===== src/rtl/oob_dev.sv =====
// oob_dev: device-side SATA out-of-band (OOB) link bring-up for a GTX transceiver.
// Handles COMINIT/COMWAKE signalling, ALIGNp/SYNCp exchange and per-state
// timeouts, then passes the upper-layer transmit stream through once the link is up.
// Receive-side detectors and data are registered once before use.
// Optional feature: define OOB_DEV_RETRY_EN to retry the sequence up to three
// times after a timeout before reporting oob_error.
module oob_dev #(
    parameter int DATA_BYTE_WIDTH = 4,
    parameter int TIMEOUT_CYCLES  = 131070
) (
    input  logic        clk,
    input  logic        rst_n,
    input  logic        dev_start,
    input  logic        rxcominitdet_in,
    input  logic        rxcomwakedet_in,
    input  logic        rxelecidle_in,
    output logic        txcominit,
    output logic        txcomwake,
    output logic        txelecidle,
    input  logic [31:0] txdata_in,
    input  logic [3:0]  txcharisk_in,
    output logic [31:0] txdata_out,
    output logic [3:0]  txcharisk_out,
    input  logic [31:0] rxdata_in,
    input  logic [3:0]  rxcharisk_in,
    output logic [31:0] rxdata_out,
    output logic [3:0]  rxcharisk_out,
    output logic        link_up,
    output logic        oob_error,
    output logic [2:0]  oob_state
);

    // Only a 4-byte GTX interface is supported; anything else is a build error.
    if (DATA_BYTE_WIDTH != 4) begin : g_bad_width
        $fatal(1, "oob_dev: DATA_BYTE_WIDTH must be 4");
    end

    // The timeout must fit the 20-bit state timer.
    if ((TIMEOUT_CYCLES < 1) || (TIMEOUT_CYCLES > 1048576)) begin : g_bad_timeout
        $fatal(1, "oob_dev: TIMEOUT_CYCLES out of range for 20-bit timer");
    end

    localparam logic [31:0] ALIGN_P      = 32'h7B4A4ABC;
    localparam logic [31:0] SYNC_P       = 32'hB5B5957C;
    localparam logic [3:0]  PRIM_K       = 4'h1;
    localparam logic [19:0] TIMEOUT_LAST = 20'(TIMEOUT_CYCLES - 1);

    typedef enum logic [2:0] {
        ST_IDLE         = 3'd0,
        ST_COMINIT      = 3'd1,
        ST_WAIT_COMWAKE = 3'd2,
        ST_COMWAKE      = 3'd3,
        ST_SEND_ALIGN   = 3'd4,
        ST_SEND_SYNC    = 3'd5,
        ST_LINKUP       = 3'd6,
        ST_ERROR        = 3'd7
    } state_t;

    // ALIGNp is recognised only with its K-character flag on byte 0 alone.
    function automatic logic is_align(input logic [31:0] d, input logic [3:0] k);
        return (d == ALIGN_P) && (k == PRIM_K);
    endfunction

    // A word counts toward SYNC detection when byte 0 is a K-character and it is not ALIGNp.
    function automatic logic is_sync_cand(input logic [31:0] d, input logic [3:0] k);
        return k[0] && !is_align(d, k);
    endfunction

    // Registered receive side
    logic        rxcominitdet_r;
    logic        rxcomwakedet_r;
    logic        rxelecidle_r;
    logic [31:0] rxdata_r;
    logic [3:0]  rxcharisk_r;

    // FSM state and its counters
    state_t      state_r;
    state_t      state_nxt_s;
    logic [19:0] timer_r;
    logic [19:0] timer_nxt_s;
    logic [1:0]  sync_cnt_r;
    logic [1:0]  sync_cnt_nxt_s;
    logic        timeout_s;
    logic        oob_error_nxt_s;
`ifdef OOB_DEV_RETRY_EN
    logic [1:0]  retry_r;
    logic [1:0]  retry_nxt_s;
`endif

    // Registered outputs
    logic        txcominit_r;
    logic        txcomwake_r;
    logic        txelecidle_r;
    logic        link_up_r;
    logic        oob_error_r;
    logic [31:0] txdata_r;
    logic [3:0]  txcharisk_r;

    // Electrical-idle detection is captured for the record but does not steer the sequence.
    logic        unused_s;
    assign unused_s = rxelecidle_r;

    // Capture all GTX receive inputs once before they are used anywhere.
    always_ff @(posedge clk or negedge rst_n) begin
        if (!rst_n) begin
            rxcominitdet_r <= 1'b0;
            rxcomwakedet_r <= 1'b0;
            rxelecidle_r   <= 1'b0;
            rxdata_r       <= 32'd0;
            rxcharisk_r    <= 4'd0;
        end else begin
            rxcominitdet_r <= rxcominitdet_in;
            rxcomwakedet_r <= rxcomwakedet_in;
            rxelecidle_r   <= rxelecidle_in;
            rxdata_r       <= rxdata_in;
            rxcharisk_r    <= rxcharisk_in;
        end
    end

    // Next-state, timer, SYNC-count and retry decisions; host COMINIT beats a timeout.
    always_comb begin
        state_nxt_s    = state_r;
        sync_cnt_nxt_s = 2'd0;
        timeout_s      = (timer_r == TIMEOUT_LAST);
        case (state_r)
            ST_IDLE: begin
                if (rxcominitdet_r || dev_start) begin
                    state_nxt_s = ST_COMINIT;
                end else begin
                    state_nxt_s = ST_IDLE;
                end
            end
            ST_COMINIT: begin
                state_nxt_s = ST_WAIT_COMWAKE;
            end
            ST_WAIT_COMWAKE: begin
                if (rxcominitdet_r) begin
                    state_nxt_s = ST_COMINIT;
                end else if (timeout_s) begin
                    state_nxt_s = ST_ERROR;
                end else if (rxcomwakedet_r) begin
                    state_nxt_s = ST_COMWAKE;
                end else begin
                    state_nxt_s = ST_WAIT_COMWAKE;
                end
            end
            ST_COMWAKE: begin
                if (rxcominitdet_r) begin
                    state_nxt_s = ST_COMINIT;
                end else begin
                    state_nxt_s = ST_SEND_ALIGN;
                end
            end
            ST_SEND_ALIGN: begin
                if (rxcominitdet_r) begin
                    state_nxt_s = ST_COMINIT;
                end else if (timeout_s) begin
                    state_nxt_s = ST_ERROR;
                end else if (is_align(rxdata_r, rxcharisk_r)) begin
                    state_nxt_s = ST_SEND_SYNC;
                end else begin
                    state_nxt_s = ST_SEND_ALIGN;
                end
            end
            ST_SEND_SYNC: begin
                if (rxcominitdet_r) begin
                    state_nxt_s = ST_COMINIT;
                end else if (timeout_s) begin
                    state_nxt_s = ST_ERROR;
                end else if (is_sync_cand(rxdata_r, rxcharisk_r)) begin
                    if (sync_cnt_r == 2'd2) begin
                        state_nxt_s = ST_LINKUP;
                    end else begin
                        state_nxt_s    = ST_SEND_SYNC;
                        sync_cnt_nxt_s = sync_cnt_r + 2'd1;
                    end
                end else begin
                    state_nxt_s = ST_SEND_SYNC;
                end
            end
            ST_LINKUP: begin
                if (rxcominitdet_r) begin
                    state_nxt_s = ST_COMINIT;
                end else begin
                    state_nxt_s = ST_LINKUP;
                end
            end
            ST_ERROR: begin
                if (rxcominitdet_r) begin
                    state_nxt_s = ST_COMINIT;
`ifdef OOB_DEV_RETRY_EN
                end else if (retry_r != 2'd3) begin
                    state_nxt_s = ST_COMINIT;
`endif
                end else begin
                    state_nxt_s = ST_IDLE;
                end
            end
            default: begin
                state_nxt_s = ST_IDLE;
            end
        endcase

        // Timer restarts on any state change and only runs in the waiting states.
        if (state_nxt_s != state_r) begin
            timer_nxt_s = 20'd0;
        end else if ((state_r == ST_WAIT_COMWAKE) || (state_r == ST_SEND_ALIGN) ||
                     (state_r == ST_SEND_SYNC)) begin
            timer_nxt_s = timer_r + 20'd1;
        end else begin
            timer_nxt_s = 20'd0;
        end

`ifdef OOB_DEV_RETRY_EN
        // Only the final timeout, after three retries, is reported.
        oob_error_nxt_s = (state_nxt_s == ST_ERROR) && (retry_r == 2'd3);
        if ((state_nxt_s == ST_IDLE) || (state_nxt_s == ST_LINKUP)) begin
            retry_nxt_s = 2'd0;
        end else if ((state_r == ST_ERROR) && (state_nxt_s == ST_COMINIT) && !rxcominitdet_r) begin
            retry_nxt_s = retry_r + 2'd1;
        end else begin
            retry_nxt_s = retry_r;
        end
`else
        oob_error_nxt_s = (state_nxt_s == ST_ERROR);
`endif
    end

    // OOB state machine registers.
    always_ff @(posedge clk or negedge rst_n) begin
        if (!rst_n) begin
            state_r    <= ST_IDLE;
            timer_r    <= 20'd0;
            sync_cnt_r <= 2'd0;
`ifdef OOB_DEV_RETRY_EN
            retry_r    <= 2'd0;
`endif
        end else begin
            state_r    <= state_nxt_s;
            timer_r    <= timer_nxt_s;
            sync_cnt_r <= sync_cnt_nxt_s;
`ifdef OOB_DEV_RETRY_EN
            retry_r    <= retry_nxt_s;
`endif
        end
    end

    // Outputs are decoded from the next state so they line up with the state register.
    always_ff @(posedge clk or negedge rst_n) begin
        if (!rst_n) begin
            txcominit_r  <= 1'b0;
            txcomwake_r  <= 1'b0;
            txelecidle_r <= 1'b1;
            link_up_r    <= 1'b0;
            oob_error_r  <= 1'b0;
            txdata_r     <= 32'd0;
            txcharisk_r  <= 4'd0;
        end else begin
            txcominit_r <= (state_nxt_s == ST_COMINIT);
            txcomwake_r <= (state_nxt_s == ST_COMWAKE);
            link_up_r   <= (state_nxt_s == ST_LINKUP);
            oob_error_r <= oob_error_nxt_s;
            case (state_nxt_s)
                ST_IDLE, ST_COMINIT, ST_WAIT_COMWAKE, ST_ERROR: begin
                    txelecidle_r <= 1'b1;
                    txdata_r     <= 32'd0;
                    txcharisk_r  <= 4'd0;
                end
                ST_COMWAKE: begin
                    txelecidle_r <= 1'b0;
                    txdata_r     <= 32'd0;
                    txcharisk_r  <= 4'd0;
                end
                ST_SEND_ALIGN: begin
                    txelecidle_r <= 1'b0;
                    txdata_r     <= ALIGN_P;
                    txcharisk_r  <= PRIM_K;
                end
                ST_SEND_SYNC: begin
                    txelecidle_r <= 1'b0;
                    txdata_r     <= SYNC_P;
                    txcharisk_r  <= PRIM_K;
                end
                ST_LINKUP: begin
                    txelecidle_r <= 1'b0;
                    txdata_r     <= txdata_in;
                    txcharisk_r  <= txcharisk_in;
                end
                default: begin
                    txelecidle_r <= 1'b1;
                    txdata_r     <= 32'd0;
                    txcharisk_r  <= 4'd0;
                end
            endcase
        end
    end

    assign txcominit     = txcominit_r;
    assign txcomwake     = txcomwake_r;
    assign txelecidle    = txelecidle_r;
    assign link_up       = link_up_r;
    assign oob_error     = oob_error_r;
    assign txdata_out    = txdata_r;
    assign txcharisk_out = txcharisk_r;
    assign rxdata_out    = rxdata_r;
    assign rxcharisk_out = rxcharisk_r;
    assign oob_state     = state_r;

endmodule


===== config.mk =====
export PLATFORM = sky130hd
export DESIGN_NAME = oob_dev
export DESIGN_NICKNAME = d
export VERILOG_FILES = /design/src/rtl/oob_dev.sv
export SDC_FILE = /design/constraint.sdc
export NUM_CORES = 1
export LEC_CHECK = 0
export CAP_MARGIN = 20
export CORE_ASPECT_RATIO = 1.4
export CORE_UTILIZATION = 46
export CTS_BUF_LIST = sky130_fd_sc_hd__clkbuf_8
export DETAILED_ROUTE_END_ITERATION = 10
export PLACE_DENSITY = 0.8
export RECOVER_POWER = 50
export REMOVE_ABC_BUFFERS = 1
export SLEW_MARGIN = 40
export SYNTH_ARGS = -nofsm -noshare
export SYNTH_HDL_FRONTEND = slang
export SYNTH_SLANG_ARGS = --single-unit
export TNS_END_PERCENT = 5

===== constraint.sdc =====
create_clock -name clk -period 3.4 [get_ports clk]
set_input_delay 0.68 -clock clk [delete_from_list [all_inputs] [get_ports clk]]
set_output_delay 0.68 -clock clk [all_outputs]
set_load 0.005 [all_outputs]

==> impl_metrics.toml, run 1 <==
[synth]
synth-edff-count = 0
syn-cell-area_um2 = 4320
yosysSeqAreaShare = 0.602
ys_async_sr_fraction = 1.00
syn_avg_cell_area_um2 = 12.8
netlist-cell-type-count = 52
synth-seq-cells = 104
synth_cells = 337
synthFlopType = "dfrtp_1"
ys.warnings.count = 0

[pwr]
peakVddDrop_uv = 515
p_per_area_nw_per_um2 = 583
p_leak_uw = 0.00245

[cells_and_area]
drive_gt1_frac = 0.163
final_nets = 573
num-fill-cells = 674
finish.utilization = 0.676
area_delta_synth_final_pct = 42.0
regArea_um2 = 2600
final_common_cell = "clkdlybuf4s50_1"
layout.cells.most_common_list = "clkdlybuf4s50_1, dfrtp_1, dlygate4sd3_1"
multi_input_area_um2 = 1550

[clock_network]
clockRootBuffer = "clkbuf_8"
numCtsBuffers = 9
clk_pin_slew_ns = 0.10
cts_resized = 0
post_cts_buffers = 0
cts_tree = "yes"
cts_hold_buf = 0
cts_buffer_depth = 2
clock-sinks = 104
clk_latency_ns = 0.36
htree_levels = 3

[timing]
hold_ws_ns = 0.447
max_freq_ghz = 0.349
tightestPinTransition_ns = 2.16
setup_tns_ns = 0
relSlewSlack = -0.437
finClkSkew_ns = 0.0122
finalCritPeriodShare = 0.842
setup_ws_ns = 0.538
drv_slew = 90
setup_viol_count_final = 0
hold_viol = 0
rsz0062_at_grt = "false"
timing.final.crit_period_ns = 2.86

[floorplanning]
die_h_um = 117
start_util = 0.476
coreArea_um2 = 9080
dieWidth_um = 83.9
io_pins = 158
dieArea_um2 = 9800
rows = 41

[drt]
drt_iter0_drc = 114
drtPass1Iterations = 9
drc_errors = 11
wire_per_inst_um = 16.9
vias = 3192
ant_nets = 0
vias_per_cell = 5.27
routed_wirelength_um = 10200

[critical_path]
r2r_start = "oob_state[1]"
reg2reg_setup_slack_ns = 0.54
crit_path_end_kind = "flip-flop"
crit_type = "flip-flop to flip-flop"
r2r-end = "txdata_out[21]"
start_kind = "flip-flop"
critPathArrivalTime_ns = 3.08
worstRegToRegCells = 6
worstPathRequired_ns = 3.61
crit_fanout = 12

[global_routing]
antenna_found_initial = 1
grt_pass1_wl_um = 16300
grt_overflow = 0
grt_usage = 0.216
grt_max_degree = 90
grt_pass1_vias = 3263

[hold_path]
hold_path_end = "sync_cnt_r[0]"
hold_class = "flip-flop to flip-flop"
min_from = "sync_cnt_r[0]"
min_delay_path_depth = 1

[job]
cap_violations = 1

[placed_design]
pre_cts_ws_ns = 0.146
dp_hpwl_um = 7520
gp_congestion = 0.829
portBuffers = 156

[status]
status = "finished, violations left"
failed_checks = "design-rule violations, max-capacitance violations, max-slew violations"
[registers in the layout, indices dropped and copies added, names as in the netlist]
signal	cells
link_up	1
oob_error	1
oob_state	3
rxcharisk_out	4
rxcominitdet_r	1
rxcomwakedet_r	1
rxdata_out	32
sync_cnt_r	2
timer_r	20
txcharisk_out	4
txcominit	1
txcomwake	1
txdata_out	32
txelecidle	1
[per-stage QoR]
stage	power [µW]	instances	area (µm²)
2_1_floorplan	2140	318	4180
6_report	3580	606	6140
4_1_cts	3620	604	6140
5_1_grt	3780	606	6140
3_5_place_dp	2840	588	5940
3_3_place_gp	2800	588	5930
[worst max path at each step]
stage                   start  slack [ns]              to  cells after the start
2_1_floorplan      timer_r[1]        0.37       txcominit                      8
3_3_place_gp   rxdata_out[20]        0.20  txdata_out[16]                      7
3_5_place_dp   rxdata_out[20]        0.15  txdata_out[21]                      7
5_1_grt          oob_state[1]        0.40  txdata_out[21]                      6
4_1_cts        rxdata_out[20]        0.12  txdata_out[21]                      7
6_report         oob_state[1]        0.54  txdata_out[21]                      6
[report_power, final]
| part | total (µW) | switching [µW] | internal (µW) |
|---|---|---|---|
| Sequential | 1510 | 102 | 1410 |
| Combinational | 1280 | 694 | 589 |
| Clock | 787 | 407 | 380 |
[routing by layer]
metal | share of wire | GRT usage | up-vias
met4 | 0.017 | 0.0632 | 0
met2 | 0.55 | 0.399 | 93
met1 | 0.38 | 0.241 | 1587
met3 | 0.058 | 0.0643 | 14
met5 | 0 | 0 | -
li1 | - | - | 1498
[cell usage after synthesis, drive strengths merged, types with 3 or more instances]
cell type / instances / area [µm²]
nand3: 22 / 110
nor2: 24 / 92.6
inv: 5 / 18.8
nand2b: 3 / 18.8
nor4: 21 / 268
or2: 4 / 25.0
o21ai: 23 / 153
nand4: 5 / 31.3
dfrtp: 103 / 2580
xor2: 8 / 70.1
buf: 14 / 130
nand3b: 3 / 22.5
clkbuf: 5 / 18.8
a211oi: 3 / 45.0
and4: 4 / 35.0
nand2: 24 / 90.1
xnor2: 11 / 96.3
nor3: 20 / 165
nor4bb: 3 / 30.0
and3: 4 / 25.0
[logic make-up (layout without fill, tap and decap cells)]
family                     count (synthesis)  after routing  synth area share
AOI/OAI and AO/OA                         36             36            0.0723
xor gates and xnor gates                  19             19            0.0385
adders and majority gates                  2              2           0.00579
buffers and inverters                     25            186            0.0399
DFF                                      104            104             0.602
other                                      0              1                 0
and+or+nand+nor                          151            151             0.241
[critical path, stage by stage (launching register included)]
cell      delay, ns
dfrtp_1        0.54
nand3b_1       0.23
or2_2          0.30
a311oi_1       0.59
a211o_1        0.36
a211o_1        0.54
o21ai_1        0.16
[area by class of cell]
class,instances,area share
sequential,104,0.424
timing repair buffer,164,0.264
multi-input combinational,208,0.252
clock buffer,11,0.0247
tap,107,0.0218
clock inverter,5,0.00897
inverter,6,0.00387
antenna,1,0.000408
Power figures use the tool's default switching activity.
==> run 2: changes to the inputs <==
Clock period 3.4 ns to 3 ns, I/O delays scaled along.
==> run 2 against run 1 <==
Compared with the run above:
- clock power increased by 23%
- largest power group unchanged
- the run ends with design-rule violations left
- global-route usage rose by 0.62 points
- critical endpoint is now oob_error
- utilization rose by 0.52 points
- worst setup slack got worse by 0.38 ns
- wire length is 0.53% lower
==> impl_metrics.toml, run 2 (synthesis results as in run 1) <==
[status]
status = "finished, violations left"
failed_checks = "design-rule violations"

[drt]
vias_per_cell = 5.33
ant_nets = 0
vias = 3238
drtPass1Iterations = 9
drt_iter0_drc = 110
drc_errors = 11
routed_wirelength_um = 10200
wire_per_inst_um = 16.8

[placed_design]
dpl-instance-area_um2 = 5970
dp_hpwl_um = 7490
gp_congestion = 0.804
placed_cells = 589
portBuffers = 156

[timing]
tightestPinTransition_ns = 1.26
hold_viol = 0
setup_tns_ns = 0
setup_viol_count_final = 0
hold_ws_ns = 0.445
relSlewSlack = 0.159
finClkSkew_ns = 0.0139
max_freq_ghz = 0.351
rsz0062_at_grt = "false"
drv_slew = 0
finalCritPeriodShare = 0.949
timing.final.crit_period_ns = 2.85

[clock_network]
clk_pin_slew_ns = 0.09
numCtsBuffers = 9
cts_buffer_depth = 2
clock-sinks = 104
clk_latency_ns = 0.36
cts_resized = 0
clockRootBuffer = "clkbuf_8"
htree_levels = 3
cts_hold_buf = 0
cts_tree = "yes"

[floorplanning]
dieArea_um2 = 9800
die_h_um = 117
coreArea_um2 = 9080
io_pins = 158
rows = 41
start_util = 0.476
dieWidth_um = 83.9

[cells_and_area]
layout.cells.most_common_list = "clkdlybuf4s50_1, dfrtp_1, dlygate4sd3_1"
drive_gt1_frac = 0.168
area_delta_synth_final_pct = 43.1
finalInstanceArea_um2 = 6190
num-fill-cells = 672
instances_no_fill = 607
final_nets = 574
final_common_cell = "clkdlybuf4s50_1"

[critical_path]
r2r_start = "timer_r[0]"
critPathArrivalTime_ns = 3.15
startpoint = "timer_r[0]"
cp_slowest_cell = "or4_4"
crit_type = "flip-flop to flip-flop"
start_kind = "flip-flop"
max_stage_delay_ns = 0.59
worstPathRequired_ns = 3.30
crit_fanout = 13
path_cells = "ha_1 > or4b_4 > or4_4 > a2111oi_4 > nor4_4 > buf_4 > a211oi_2 > and2_1"
crit_path_end_kind = "flip-flop"

[hold_path]
hold_class = "flip-flop to flip-flop"
min_from = "sync_cnt_r[0]"

[global_routing]
grt_pass1_wl_um = 16700
grt_pass1_vias = 3412
grt_usage = 0.222
grt_max_degree = 54
grt_overflow = 0
antenna_found_initial = 1

[pwr]
p_per_area_nw_per_um2 = 675
peakVddDrop_uv = 469
p_leak_uw = 0.00249

[job]
cap_violations = 0
[run 2: changes by cell type in the layout (fill, tap and decap cells not counted)]
cell | before | now
clkbuf_1 | 2 | 0
clkinvlp_4 | 1 | 0
buf_12 | 1 | 2
bufinv_16 | 1 | 2
clkbuf_2 | 1 | 2
buf_4 | 5 | 6
[run 2: final timing paths]
check / to / slack [ns] / cells after the start
min in group asynchronous: rxdata_out[0] / 0.49 / 1
setup / recovery: oob_error / 0.15 / 8
setup reg to reg: oob_error / 0.15 / 8
hold reg to reg: sync_cnt_r[0] / 0.45 / 1
hold / removal: sync_cnt_r[0] / 0.45 / 1
max in group asynchronous: timer_r[2] / 0.62 / 2
[run 2: per-stage QoR]
stage	total power [µW]	util	worst slack [ns]
4_1_cts	4240	0.683	0.151
5_1_grt	4430	0.681	0.0355
6_report	4180	0.681	0.154
3_3_place_gp	3200	0.657	-0.138
2_1_floorplan	2420	-	-0.0330
3_5_place_dp	3250	0.657	-0.236
[run 2: cell type report]
type                    count  area [µm²]  area share
diodes                      1        2.50    0.000404
clock buffers              11         151      0.0245
clock inverters             5        77.6      0.0125
inverters                   6        23.8     0.00384
multi-input cells         208        1550       0.250
flip-flops and latches    104        2600       0.421
well taps                 107         134      0.0216
repair buffers            165        1650       0.266
[run 2: where the power goes]
group          switching (µW)  leakage (µW)  internal [µW]
sequential               97.2       0.00135           1600
clock                     451      0.000121            514
combinational             819       0.00102            701
total                    1370       0.00249           2810
[run 2: layer usage]
metal | wire, µm | GRT usage | vias up | share of wire
met3 | 518 | 0.0615 | 17 | 0.051
met1 | 3870 | 0.250 | 1627 | 0.38
li1 | - | - | 1501 | -
met4 | 197 | 0.0724 | 0 | 0.019
met2 | 5590 | 0.409 | 93 | 0.55
met5 | 0 | 0 | - | 0
[run 2: timing repair]
item,in CTS,in global routing
setup buffers,1,0
endpoints found under the setup margin,19,0
hold endpoints to repair,0,0
[run 2: critical path, delay by kind of cell, from the launching register on]
kind / cells / cell delay, ns
AO/OA/AOI/OAI: 2 / 0.58
adder cells (fa/ha/maj): 1 / 0.18
buffers and inverters: 1 / 0.22
flip-flops: 1 / 0.46
AND/OR/NAND/NOR: 4 / 1.35
